<file path="src/rtl/mc_controller_if.sv">
// -----------------------------------------------------------------------------
// mc_controller_if
//
// Bundle of every signal exchanged between the multicycle MIPS control FSM
// and its datapath.
//
//   Datapath -> controller:
//     op[5:0]       opcode from the instruction register
//     zero          ALU condition flag (beq/blez condition met)
//     memready      memory access completes this cycle
//
//   Controller -> datapath:
//     pcen          PC write enable
//     iord          memory address select (0 = PC, 1 = ALUOut)
//     memwrite      memory write strobe
//     irwrite       instruction register load
//     regdst        register destination select (1 = rd, 0 = rt)
//     memtoreg      register write data select (1 = memory, 0 = ALUOut)
//     regwrite      register file write enable
//     alusrca       ALU A select (0 = PC, 1 = register A)
//     alusrcb[1:0]  ALU B select (00 B, 01 4, 10 imm, 11 imm<<2)
//     zeroext       zero-extend the immediate instead of sign-extending it
//     pcsrc[1:0]    next-PC select (00 ALU, 01 ALUOut, 10 jump target)
//     aluop[2:0]    ALU-op code for the ALU decoder
//     alufunct      ALU decoder takes the operation from the funct field
//     illegal       one-cycle pulse for an unsupported opcode
//     state[3:0]    current FSM state, for debug
//
// Modports:
//   master - the controller (drives the control outputs)
//   slave  - the datapath side (drives opcode, flag and memory ready)
// -----------------------------------------------------------------------------
interface mc_controller_if;
  logic [5:0] op;
  logic       zero;
  logic       memready;

  logic       pcen;
  logic       iord;
  logic       memwrite;
  logic       irwrite;
  logic       regdst;
  logic       memtoreg;
  logic       regwrite;
  logic       alusrca;
  logic [1:0] alusrcb;
  logic       zeroext;
  logic [1:0] pcsrc;
  logic [2:0] aluop;
  logic       alufunct;
  logic       illegal;
  logic [3:0] state;

  modport master (
    input  op,
    input  zero,
    input  memready,
    output pcen,
    output iord,
    output memwrite,
    output irwrite,
    output regdst,
    output memtoreg,
    output regwrite,
    output alusrca,
    output alusrcb,
    output zeroext,
    output pcsrc,
    output aluop,
    output alufunct,
    output illegal,
    output state
  );

  modport slave (
    output op,
    output zero,
    output memready,
    input  pcen,
    input  iord,
    input  memwrite,
    input  irwrite,
    input  regdst,
    input  memtoreg,
    input  regwrite,
    input  alusrca,
    input  alusrcb,
    input  zeroext,
    input  pcsrc,
    input  aluop,
    input  alufunct,
    input  illegal,
    input  state
  );
endinterface

</file>
<file path="src/rtl/mc_controller.sv">
// -----------------------------------------------------------------------------
// mc_controller
//
// Main control FSM of the multicycle MIPS datapath. Sequences fetch, decode,
// execute, memory and writeback over several cycles and drives every datapath
// mux select and write enable.
//
// Ports:
//   clk    - single clock, all state changes on the rising edge
//   reset  - synchronous, active-high; forces FETCH and blocks all writes
//   bus    - mc_controller_if.master, opcode/flags in, control signals out
//
// Memory handshake: the controller presents a memory access by sitting in
// FETCH, MEMRD or MEMWR with the address select and strobes held steady; the
// access is accepted in the cycle memready is 1 and the FSM advances on that
// edge. Any cycle with memready = 0 in those states repeats the state, so each
// stall cycle adds exactly one cycle. memready is ignored in all other states.
//
// All outputs are Moore decodes of the state register, except irwrite/pcwrite
// in FETCH (qualified by memready) and pcen (qualified by zero for branches).
// -----------------------------------------------------------------------------
module mc_controller (
  input  logic            clk,
  input  logic            reset,
  mc_controller_if.master bus
);

  // ---------------------------------------------------------------------------
  // State encoding (visible on bus.state)
  // ---------------------------------------------------------------------------
  typedef enum logic [3:0] {
    S_FETCH   = 4'd0,
    S_DECODE  = 4'd1,
    S_MEMADR  = 4'd2,
    S_MEMRD   = 4'd3,
    S_MEMWB   = 4'd4,
    S_MEMWR   = 4'd5,
    S_RTYPEEX = 4'd6,
    S_ALUWB   = 4'd7,
    S_BEQEX   = 4'd8,
    S_IMMEX   = 4'd9,
    S_IMMWB   = 4'd10,
    S_JEX     = 4'd11,
    S_BLEZEX  = 4'd12
  } state_e;

  // Opcodes
  localparam logic [5:0] OP_RTYPE = 6'b000000;
  localparam logic [5:0] OP_J     = 6'b000010;
  localparam logic [5:0] OP_BEQ   = 6'b000100;
  localparam logic [5:0] OP_BLEZ  = 6'b000110;
  localparam logic [5:0] OP_ADDI  = 6'b001000;
  localparam logic [5:0] OP_SLTI  = 6'b001010;
  localparam logic [5:0] OP_ANDI  = 6'b001100;
  localparam logic [5:0] OP_ORI   = 6'b001101;
  localparam logic [5:0] OP_XORI  = 6'b001110;
  localparam logic [5:0] OP_LUI   = 6'b001111;
  localparam logic [5:0] OP_LW    = 6'b100011;
  localparam logic [5:0] OP_SW    = 6'b101011;

  // ALU-op codes understood by the ALU decoder
  localparam logic [2:0] ALU_ADD  = 3'b000;
  localparam logic [2:0] ALU_SUB  = 3'b001;
  localparam logic [2:0] ALU_BLEZ = 3'b010;
  localparam logic [2:0] ALU_OR   = 3'b011;
  localparam logic [2:0] ALU_LUI  = 3'b100;
  localparam logic [2:0] ALU_XOR  = 3'b101;
  localparam logic [2:0] ALU_SLT  = 3'b110;
  localparam logic [2:0] ALU_AND  = 3'b111;

  // Mux select encodings
  localparam logic [1:0] SRCB_REG   = 2'b00;
  localparam logic [1:0] SRCB_FOUR  = 2'b01;
  localparam logic [1:0] SRCB_IMM   = 2'b10;
  localparam logic [1:0] SRCB_IMMSH = 2'b11;

  localparam logic [1:0] PCSRC_ALU    = 2'b00;
  localparam logic [1:0] PCSRC_ALUOUT = 2'b01;
  localparam logic [1:0] PCSRC_JUMP   = 2'b10;

  // ---------------------------------------------------------------------------
  // State register
  // ---------------------------------------------------------------------------
  state_e state_q;
  state_e state_d;

  always_ff @(posedge clk) begin
    if (reset) begin
      state_q <= S_FETCH;
    end else begin
      state_q <= state_d;
    end
  end

  // ---------------------------------------------------------------------------
  // Next-state and output decode
  // ---------------------------------------------------------------------------
  // Write enables are produced here unqualified and gated by reset below.
  logic       pcwrite;
  logic       branch;
  logic       memwrite_raw;
  logic       irwrite_raw;
  logic       regwrite_raw;
  logic       iord;
  logic       regdst;
  logic       memtoreg;
  logic       alusrca;
  logic [1:0] alusrcb;
  logic       zeroext;
  logic [1:0] pcsrc;
  logic [2:0] aluop;
  logic       alufunct;
  logic       illegal;

  always_comb begin
    state_d      = state_q;
    pcwrite      = 1'b0;
    branch       = 1'b0;
    memwrite_raw = 1'b0;
    irwrite_raw  = 1'b0;
    regwrite_raw = 1'b0;
    iord         = 1'b0;
    regdst       = 1'b0;
    memtoreg     = 1'b0;
    alusrca      = 1'b0;
    alusrcb      = SRCB_REG;
    zeroext      = 1'b0;
    pcsrc        = PCSRC_ALU;
    aluop        = ALU_ADD;
    alufunct     = 1'b0;
    illegal      = 1'b0;

    case (state_q)
      S_FETCH: begin
        // PC + 4 computed in the ALU; PC and IR load only when memory returns
        alusrcb     = SRCB_FOUR;
        aluop       = ALU_ADD;
        irwrite_raw = bus.memready;
        pcwrite     = bus.memready;
        if (bus.memready) begin
          state_d = S_DECODE;
        end
      end

      S_DECODE: begin
        // Speculatively compute the branch target into ALUOut
        alusrcb = SRCB_IMMSH;
        aluop   = ALU_ADD;
        case (bus.op)
          OP_LW, OP_SW: state_d = S_MEMADR;
          OP_RTYPE:     state_d = S_RTYPEEX;
          OP_BEQ:       state_d = S_BEQEX;
          OP_BLEZ:      state_d = S_BLEZEX;
          OP_J:         state_d = S_JEX;
          OP_ADDI, OP_SLTI, OP_ANDI,
          OP_ORI, OP_XORI, OP_LUI:
                        state_d = S_IMMEX;
          default: begin
            state_d = S_FETCH;
            illegal = 1'b1;
          end
        endcase
      end

      S_MEMADR: begin
        alusrca = 1'b1;
        alusrcb = SRCB_IMM;
        aluop   = ALU_ADD;
        // Only lw/sw reach this state, so anything other than sw is a load
        if (bus.op == OP_SW) begin
          state_d = S_MEMWR;
        end else begin
          state_d = S_MEMRD;
        end
      end

      S_MEMRD: begin
        iord = 1'b1;
        if (bus.memready) begin
          state_d = S_MEMWB;
        end
      end

      S_MEMWB: begin
        memtoreg     = 1'b1;
        regwrite_raw = 1'b1;
        state_d      = S_FETCH;
      end

      S_MEMWR: begin
        // Strobe held for the whole dwell so the memory sees a stable request
        iord         = 1'b1;
        memwrite_raw = 1'b1;
        if (bus.memready) begin
          state_d = S_FETCH;
        end
      end

      S_RTYPEEX: begin
        alusrca  = 1'b1;
        alusrcb  = SRCB_REG;
        alufunct = 1'b1;
        aluop    = ALU_ADD;
        state_d  = S_ALUWB;
      end

      S_ALUWB: begin
        regdst       = 1'b1;
        regwrite_raw = 1'b1;
        state_d      = S_FETCH;
      end

      S_BEQEX: begin
        alusrca = 1'b1;
        alusrcb = SRCB_REG;
        aluop   = ALU_SUB;
        pcsrc   = PCSRC_ALUOUT;
        branch  = 1'b1;
        state_d = S_FETCH;
      end

      S_BLEZEX: begin
        alusrca = 1'b1;
        alusrcb = SRCB_REG;
        aluop   = ALU_BLEZ;
        pcsrc   = PCSRC_ALUOUT;
        branch  = 1'b1;
        state_d = S_FETCH;
      end

      S_IMMEX: begin
        alusrca = 1'b1;
        alusrcb = SRCB_IMM;
        case (bus.op)
          OP_SLTI: aluop = ALU_SLT;
          OP_ANDI: begin
            aluop   = ALU_AND;
            zeroext = 1'b1;
          end
          OP_ORI: begin
            aluop   = ALU_OR;
            zeroext = 1'b1;
          end
          OP_XORI: begin
            aluop   = ALU_XOR;
            zeroext = 1'b1;
          end
          OP_LUI:  aluop = ALU_LUI;
          default: aluop = ALU_ADD;  // addi
        endcase
        state_d = S_IMMWB;
      end

      S_IMMWB: begin
        regwrite_raw = 1'b1;
        state_d      = S_FETCH;
      end

      S_JEX: begin
        pcsrc   = PCSRC_JUMP;
        pcwrite = 1'b1;
        state_d = S_FETCH;
      end

      default: begin
        // Unused encodings 13-15 recover to FETCH with all outputs idle
        state_d = S_FETCH;
      end
    endcase
  end

  // ---------------------------------------------------------------------------
  // Outputs: write enables are blocked in any reset cycle, whatever the state
  // ---------------------------------------------------------------------------
  assign bus.pcen     = ~reset & (pcwrite | (branch & bus.zero));
  assign bus.memwrite = ~reset & memwrite_raw;
  assign bus.irwrite  = ~reset & irwrite_raw;
  assign bus.regwrite = ~reset & regwrite_raw;

  assign bus.iord     = iord;
  assign bus.regdst   = regdst;
  assign bus.memtoreg = memtoreg;
  assign bus.alusrca  = alusrca;
  assign bus.alusrcb  = alusrcb;
  assign bus.zeroext  = zeroext;
  assign bus.pcsrc    = pcsrc;
  assign bus.aluop    = aluop;
  assign bus.alufunct = alufunct;
  assign bus.illegal  = illegal;
  assign bus.state    = state_q;

endmodule

</file>
<file path="src/flat_wrapper.sv">
// flat-port wrapper written by rule: the top's interface ports become plain ports
module mc_controller_flat 
  (clk, reset, bus_op, bus_zero, bus_memready, bus_pcen, bus_iord, bus_memwrite, bus_irwrite, bus_regdst, bus_memtoreg, bus_regwrite, bus_alusrca, bus_alusrcb, bus_zeroext, bus_pcsrc, bus_aluop, bus_alufunct, bus_illegal, bus_state);
  mc_controller_if bus_i ();
  input  logic clk;
  input  logic reset;
  input wire logic [$bits(bus_i.op)-1:0] bus_op;
  input wire logic [$bits(bus_i.zero)-1:0] bus_zero;
  input wire logic [$bits(bus_i.memready)-1:0] bus_memready;
  output wire logic [$bits(bus_i.pcen)-1:0] bus_pcen;
  output wire logic [$bits(bus_i.iord)-1:0] bus_iord;
  output wire logic [$bits(bus_i.memwrite)-1:0] bus_memwrite;
  output wire logic [$bits(bus_i.irwrite)-1:0] bus_irwrite;
  output wire logic [$bits(bus_i.regdst)-1:0] bus_regdst;
  output wire logic [$bits(bus_i.memtoreg)-1:0] bus_memtoreg;
  output wire logic [$bits(bus_i.regwrite)-1:0] bus_regwrite;
  output wire logic [$bits(bus_i.alusrca)-1:0] bus_alusrca;
  output wire logic [$bits(bus_i.alusrcb)-1:0] bus_alusrcb;
  output wire logic [$bits(bus_i.zeroext)-1:0] bus_zeroext;
  output wire logic [$bits(bus_i.pcsrc)-1:0] bus_pcsrc;
  output wire logic [$bits(bus_i.aluop)-1:0] bus_aluop;
  output wire logic [$bits(bus_i.alufunct)-1:0] bus_alufunct;
  output wire logic [$bits(bus_i.illegal)-1:0] bus_illegal;
  output wire logic [$bits(bus_i.state)-1:0] bus_state;
  assign bus_i.op = bus_op;
  assign bus_i.zero = bus_zero;
  assign bus_i.memready = bus_memready;
  assign bus_pcen = bus_i.pcen;
  assign bus_iord = bus_i.iord;
  assign bus_memwrite = bus_i.memwrite;
  assign bus_irwrite = bus_i.irwrite;
  assign bus_regdst = bus_i.regdst;
  assign bus_memtoreg = bus_i.memtoreg;
  assign bus_regwrite = bus_i.regwrite;
  assign bus_alusrca = bus_i.alusrca;
  assign bus_alusrcb = bus_i.alusrcb;
  assign bus_zeroext = bus_i.zeroext;
  assign bus_pcsrc = bus_i.pcsrc;
  assign bus_aluop = bus_i.aluop;
  assign bus_alufunct = bus_i.alufunct;
  assign bus_illegal = bus_i.illegal;
  assign bus_state = bus_i.state;
  mc_controller u_core (.clk(clk), .reset(reset), .bus(bus_i));
endmodule
</file>
<file path="config.mk">
export PLATFORM = sky130hd
export DESIGN_NAME = mc_controller_flat
export DESIGN_NICKNAME = d
export VERILOG_FILES = /design/src/rtl/mc_controller_if.sv /design/src/rtl/mc_controller.sv /design/src/flat_wrapper.sv
export SDC_FILE = /design/constraint.sdc
export NUM_CORES = 1
export LEC_CHECK = 0
export ABC_AREA = 1
export CAP_MARGIN = 10
export CORE_UTILIZATION = 35
export DETAILED_ROUTE_END_ITERATION = 6
export PLACE_DENSITY = 0.72
export SLEW_MARGIN = 15
export SYNTH_ARGS = -nofsm -noshare
export SYNTH_HDL_FRONTEND = slang
export SYNTH_SLANG_ARGS = --single-unit
</file>
<file path="constraint.sdc">
create_clock -name clk -period 1.8 [get_ports clk]
set_input_delay 0.27 -clock clk [delete_from_list [all_inputs] [get_ports clk]]
set_output_delay 0.27 -clock clk [all_outputs]
set_load 0.01 [all_outputs]
</file>
==> metrics.txt, run 1 <==
unrepaired setup endpoints after global routing=false; Crit. End Element=output pin; number of max-slew violations in the final report=0; synthesized netlist net count=about 120; clock edge transition at the registers on the reported setup and hold paths=0.04 ns; internal power summed over all cells=293.8 uW; share of power burned in the clock network=23.0%; cell with the largest stage delay on the worst path=dfxtp_4; delay-heaviest family, CP=buffers and inverters; worst relative slew slack=approximately 80%; gp weighted congestion=between 1 and 1.5; number of warning messages in the yosys log=0; most common cell after layout, fill and taps aside=buf_4; final setup violation count=0; I/O pin total=32; minimum hold slack=~0.64 ns; share of the core filled with cells=77.52%; buffer type at the clock tree root=clkbuf_4; first drt pass iteration count=5; Site Rows=14; Clock Skew=0.0006522 ns; Clock Sinks=4; Antenna Nets Post-Route=0; buffer depth of the longest clock path=2; Unique masters post-synth=24; Crit Path Class=reg2out; synthesized area divided by synthesized cell count=around 5.6 um2; Largest register FFs=4; starting utilization of the core area=38.56%; area of the core region=1541 um2; CP Buf/Inv Count=4; Critical Path Most Common Cell=inv_2; pin count of the biggest net entering global routing=6; Pwr Density=about 400 nW/um2; leakage power=0.0006513 uW; Netlist Area Pre-Place=between 500 and 600 um2; Residual DRC=0; DR WL/cell=12.76 um; die extent in y=between 40 and 50 um; minimum period implied by the final worst setup slack=1.742 ns; number of design-rule violations left by the first detailed-router iteration=36; Least-Margin Pin Slew=~0.31 ns; cells along the critical path=inv_2 -> nand2_4 -> nor2_4 -> inv_2 -> nor3_4 -> buf_4 -> clkdlybuf4s15_2; detailed-route vias per instance=5.140; reported max-cap violation count=0; part of the total power dissipated in combinational logic=54.4%; post-detailed-placement half-perimeter wirelength=1816 um; Antenna diodes=0; CTS tree=yes; worst hold path class=in2reg; delay of the slowest critical-path stage=0.36 ns; number of buffers added on ports=31; clk_lat worst skew=0.23 ns; hold buffer count at CTS=0; final-report hold violation count=0; fraction of final layout cells with drive strength greater than 1=42.94%; number of flip-flops and latches in the synthesized netlist=4; area growth from synthesis to layout=101.1%; global-route wire length before repair=3795 um; final worst-path cycle share=roughly 97%; category of the worst setup path launch point=flop; antenna violations before repair=0; overall overflow remaining after global route=0; design area=1195 um2; clock buffers created by TritonCTS=3; vias in the first global route=approximately 930; highest achievable clock rate=573.9 MHz; outcome=complete, no violations; Final Power=472.8 uW; post-synthesis instance total=107; CP Data Arrival Time=1.47 ns; DR vias=956; Flop pwr share=22.6%; post-place instance area=1124 um2; top library cells by usage in the layout, fill and taps aside=30 x buf_4, 21 x nand2_1, 16 x inv_1; die width=~43 um; switching share of total power=37.85%; die area=1867 um2; Routed Wire Length=2373 um; VDD IR-drop max=0.0004004 V; H-Tree Level Count=1; Req. time, crit path=between 1.5 and 2 ns; all-layer global routing usage=26.45%; sequential area share after synthesis=13.47%; layout net count=182; power spent charging and discharging nets=approximately 180 uW; crit-path max FO=5
-- repair_timing --
action,CTS,global route
setup endpoints to repair,17,7
gates resized for setup,50,15
setup buffers,2,0
pin swaps,3,2
-- per-stage QoR --
| step | setup TNS, ns | std cells | worst slack [ns] |
|---|---|---|---|
| after global placement | -2.336 | 181 | -0.5171 |
| after global routing | 0 | 186 | 0.008319 |
| final | 0 | 186 | 0.05755 |
| after detailed placement | -2.476 | 181 | -0.5674 |
| after CTS | 0 | 186 | 0.003553 |
| after floorplan | 0 | 107 | 0.2994 |
-- tightest hold or removal path, delay by kind of cell --
| kind | cells | cell delay (ns) |
|---|---|---|
| compound gates | 2 | 0.13 |
| buf+inv | 1 | 0.14 |
| simple gates | 4 | 0.30 |
-- kinds of logic after synthesis --
| logic type | share of synthesized area, % |
|---|---|
| AO/OA/AOI/OAI | 14.95 |
| buffers and inverters | 14.53 |
| flip-flops | 13.47 |
| AND/OR/NAND/NOR | 57.05 |
-- cells in the mapped netlist, drive strengths merged --
library cell  count  share of area [%]
nor4b             1                1.5
buf               1                1.9
inv              20                 13
dfxtp             4                 13
a31o              1                1.5
o31ai             1                1.3
nand4             2                2.1
nor2             23                 20
nand3b            1                1.3
nor3              2                2.5
a31oi             1                1.1
nand3            13                 13
o21bai            1                1.3
a21oi             5                4.8
nand2            25                 17
o21ai             6                5.1
-- power groups by stage --
stage | logic (uW) | clock network [uW] | registers, uW
2_1_floorplan | 116 | 0 | 105
3_3_place_gp | 248 | 0 | 105
3_5_place_dp | 254 | 0 | 105
4_1_cts | 252 | 110 | 108
5_1_grt | 277 | 117 | 108
6_report | 257 | 109 | 107
-- layout make-up --
type | count | area, um2
Multi-Input combinational cell | 82 | 494.2
Tap cell | 16 | 20.02
Clock buffer | 3 | 22.52
Inverter | 20 | 75.07
Timing Repair Buffer | 61 | 490.5
Fill cell | 124 | 346.6
Sequential cell | 4 | 92.59
-- worst paths after layout --
check	from	to	slack, ns	cells after the start
hold / removal	bus_op[2]	u_core.bus.state[2]	0.64	7
setup reg to reg	u_core.bus.state[1]	u_core.bus.state[2]	0.54	9
setup / recovery	u_core.bus.state[1]	bus_zeroext	0.06	7
hold reg to reg	u_core.bus.state[0]	u_core.bus.state[0]	0.65	3
-- layer usage --
| metal | share of wire (%) | GRT usage [%] | routed length [um] | up-vias |
|---|---|---|---|---|
| li1 | - | - | - | 479 |
| met4 | 1.7 | 9.091 | 41 | 0 |
| met2 | 51 | 45.97 | 1203 | 40 |
| met5 | 0 | 0 | 0 | - |
| met1 | 42 | 33.42 | 1001 | 433 |
| met3 | 5.4 | 2.553 | 127 | 4 |
Power figures use the tool's default switching activity.
==> inputs of run 2 (changes only) <==
--- a/config.mk
+++ b/config.mk
@@ -7,6 +7,7 @@
 export LEC_CHECK = 0
 export ABC_AREA = 1
 export CAP_MARGIN = 10
+export CORE_MARGIN = 2
 export CORE_UTILIZATION = 35
 export DETAILED_ROUTE_END_ITERATION = 6
 export PLACE_DENSITY = 0.72
==> run 2 against run 1 <==
- clock-buffer cell count did not move
- sequential power about the same
- wire length is 0.67% lower
- design area up 0.63%
- non-clock buffer count grew 3
- sequential cell count is the same
- register-to-register slack lost 0.05 ns
- cell count grew 1.6%
- setup slack improved by 0.016 ns
- utilization up 0.49 points
- fmax grew 0.95%
- first-iteration DRC count is 2.8% lower
- critical endpoint is now bus_memwrite
==> metrics.txt, run 2 (same netlist as run 1, synthesis figures left out) <==
outcome=complete, no violations; detailed-route vias per instance=5.016 (-2.4%); pin count of the biggest net entering global routing=6 (unchanged); VDD IR-drop max=0.0003374 V (-16%); Clock Skew=0.001146 ns (+0.0004938 ns); Antenna Nets Post-Route=0 (unchanged); Crit. End Element=output pin; reported max-cap violation count=0 (unchanged); area of the core region=1541 um2 (unchanged); Routed Wire Length=2357 um (-0.67%); first drt pass iteration count=4 (-1); CP Data Arrival Time=1.46 ns (about the same); clock buffers created by TritonCTS=3 (unchanged); global-route wire length before repair=3822 um (+0.71%); unrepaired setup endpoints after global routing=false; clk_lat worst skew=0.23 ns (about the same); I/O pin total=32 (unchanged); Req. time, crit path=1.53 ns (about the same); antenna violations before repair=0 (unchanged); highest achievable clock rate=579.3 MHz (+0.95%); total negative slack for setup checks=0 ns (unchanged); worst hold path class=reg2reg; cells along the critical path=buf_4 -> nor2_2 -> buf_4 -> nand3_2 -> nor2_1 -> dlygate4sd2_1; die area=2043 um2 (+9.5%); worst relative slew slack=82.77% (+3.4 points); final-report hold violation count=0 (unchanged); minimum period implied by the final worst setup slack=1.726 ns (-0.01636 ns); layout net count=185 (+1.6%); number of buffers added on ports=31 (unchanged); top library cells by usage in the layout, fill and taps aside=33 x buf_4, 21 x nand2_1, 18 x dlygate4sd2_1; buffer type at the clock tree root=clkbuf_4; clock edge transition at the registers on the reported setup and hold paths=0.04 ns (about the same); DR WL/cell=12.47 um (-2.3%); Least-Margin Pin Slew=0.2585 ns (-0.04825 ns); delay of the slowest critical-path stage=0.33 ns (-0.03 ns); number of max-slew violations in the final report=0 (unchanged); final worst-path cycle share=95.89% (-0.91 points); CTS tree=yes; starting utilization of the core area=38.56% (unchanged); buffer depth of the longest clock path=2 (unchanged); all-layer global routing usage=25.66% (-0.79 points); Critical Path Most Common Cell=buf_4; cell with the largest stage delay on the worst path=dfxtp_2; Residual DRC=0 (unchanged); Crit Path Class=reg2out; overall overflow remaining after global route=0 (unchanged); category of the worst setup path launch point=flop; fraction of final layout cells with drive strength greater than 1=41.62% (-1.3 points); Largest register FFs=4 (unchanged); vias in the first global route=923 (-0.32%); gp weighted congestion=0.9733 (-2.8%); hold buffer count at CTS=0 (unchanged); die extent in y=45.21 um (+4.6%); DR vias=948 (-0.84%); die width=45.21 um (+4.6%); minimum hold slack=0.6401 ns (-0.003101 ns); Antenna diodes=0 (unchanged); H-Tree Level Count=1 (unchanged); Site Rows=14 (unchanged); leakage power=0.0006806 uW (+4.5%); final setup violation count=0 (unchanged); area growth from synthesis to layout=102.3%; number of design-rule violations left by the first detailed-router iteration=35 (-2.8%); post-detailed-placement half-perimeter wirelength=1890 um (+4.1%); Clock Sinks=4 (unchanged); crit-path max FO=4 (-1); most common cell after layout, fill and taps aside=buf_4; Final Power=466.2 uW (-1.4%); Pwr Density=387.7 nW/um2 (-2.0%)
[run 2: changes by cell type in the layout (fill, tap and decap cells not counted), sizes merged]
cell	before	now
clkbuf	8	5
clkdlybuf4s15	3	1
buf	31	35
dlygate4sd2	14	18
[run 2: per-layer routing]
metal / routed length [um] / GRT usage (%) / share of wire [%]
met1: 1000 / 30.60 / 42
met2: 1180 / 45.14 / 50
met3: 132 / 3.600 / 5.6
met4: 44 / 11.18 / 1.9
met5: 0 / 0 / 0
[run 2: final timing paths]
path / cells after the start / from / slack, ns / end
worst max-delay path: 6 / u_core.bus.state[3] / 0.07 / bus_memwrite
worst min-delay path: 3 / u_core.bus.state[0] / 0.64 / u_core.bus.state[0]
worst max register to register: 9 / u_core.bus.state[3] / 0.49 / u_core.bus.state[2]
worst min register to register: 3 / u_core.bus.state[0] / 0.64 / u_core.bus.state[0]
[run 2: area by class of cell]
class,count,area [um2]
Tap cell,16,20.02
Multi-Input combinational cell,82,476.7
Timing Repair Buffer,64,515.5
Fill cell,115,339.1
Inverter,20,77.57
Sequential cell,4,90.09
Clock buffer,3,22.52
[run 2: report_power, final]
part / internal [uW] / leakage (uW) / switching (uW)
Sequential: 96.0 / 0.0000349 / 11.4
Clock: 74.6 / 0.0000138 / 36.3
Combinational: 121 / 0.000632 / 127
Total: 291 / 0.000681 / 175
[run 2: what timing repair did]
item                       in CTS  in global routing
pin swaps                       6                  4
resized for setup              43                 14
buffers inserted                4                  1
setup endpoints to repair      17                  6
[run 2: critical path, delay by kind of cell, from the launching register on]
kind,cells,cell delay [ns]
buffers and inverters,3,0.57
DFF,1,0.33
and+or+nand+nor,3,0.33
[run 2: metrics by stage]
stage / setup slack (ns) / cell area [um2] / utilization [%] / instances
finish: 0.07391 / 1202 / 78.00 / 189
global route: 0.006063 / 1202 / 78.00 / 189
CTS: -0.05121 / 1186 / 76.95 / 189
detailed placement: -0.5914 / 1131 / 73.38 / 182
global placement: -0.5876 / 1131 / 73.38 / 182
floorplan: 0.2994 / 594.3 / - / 107
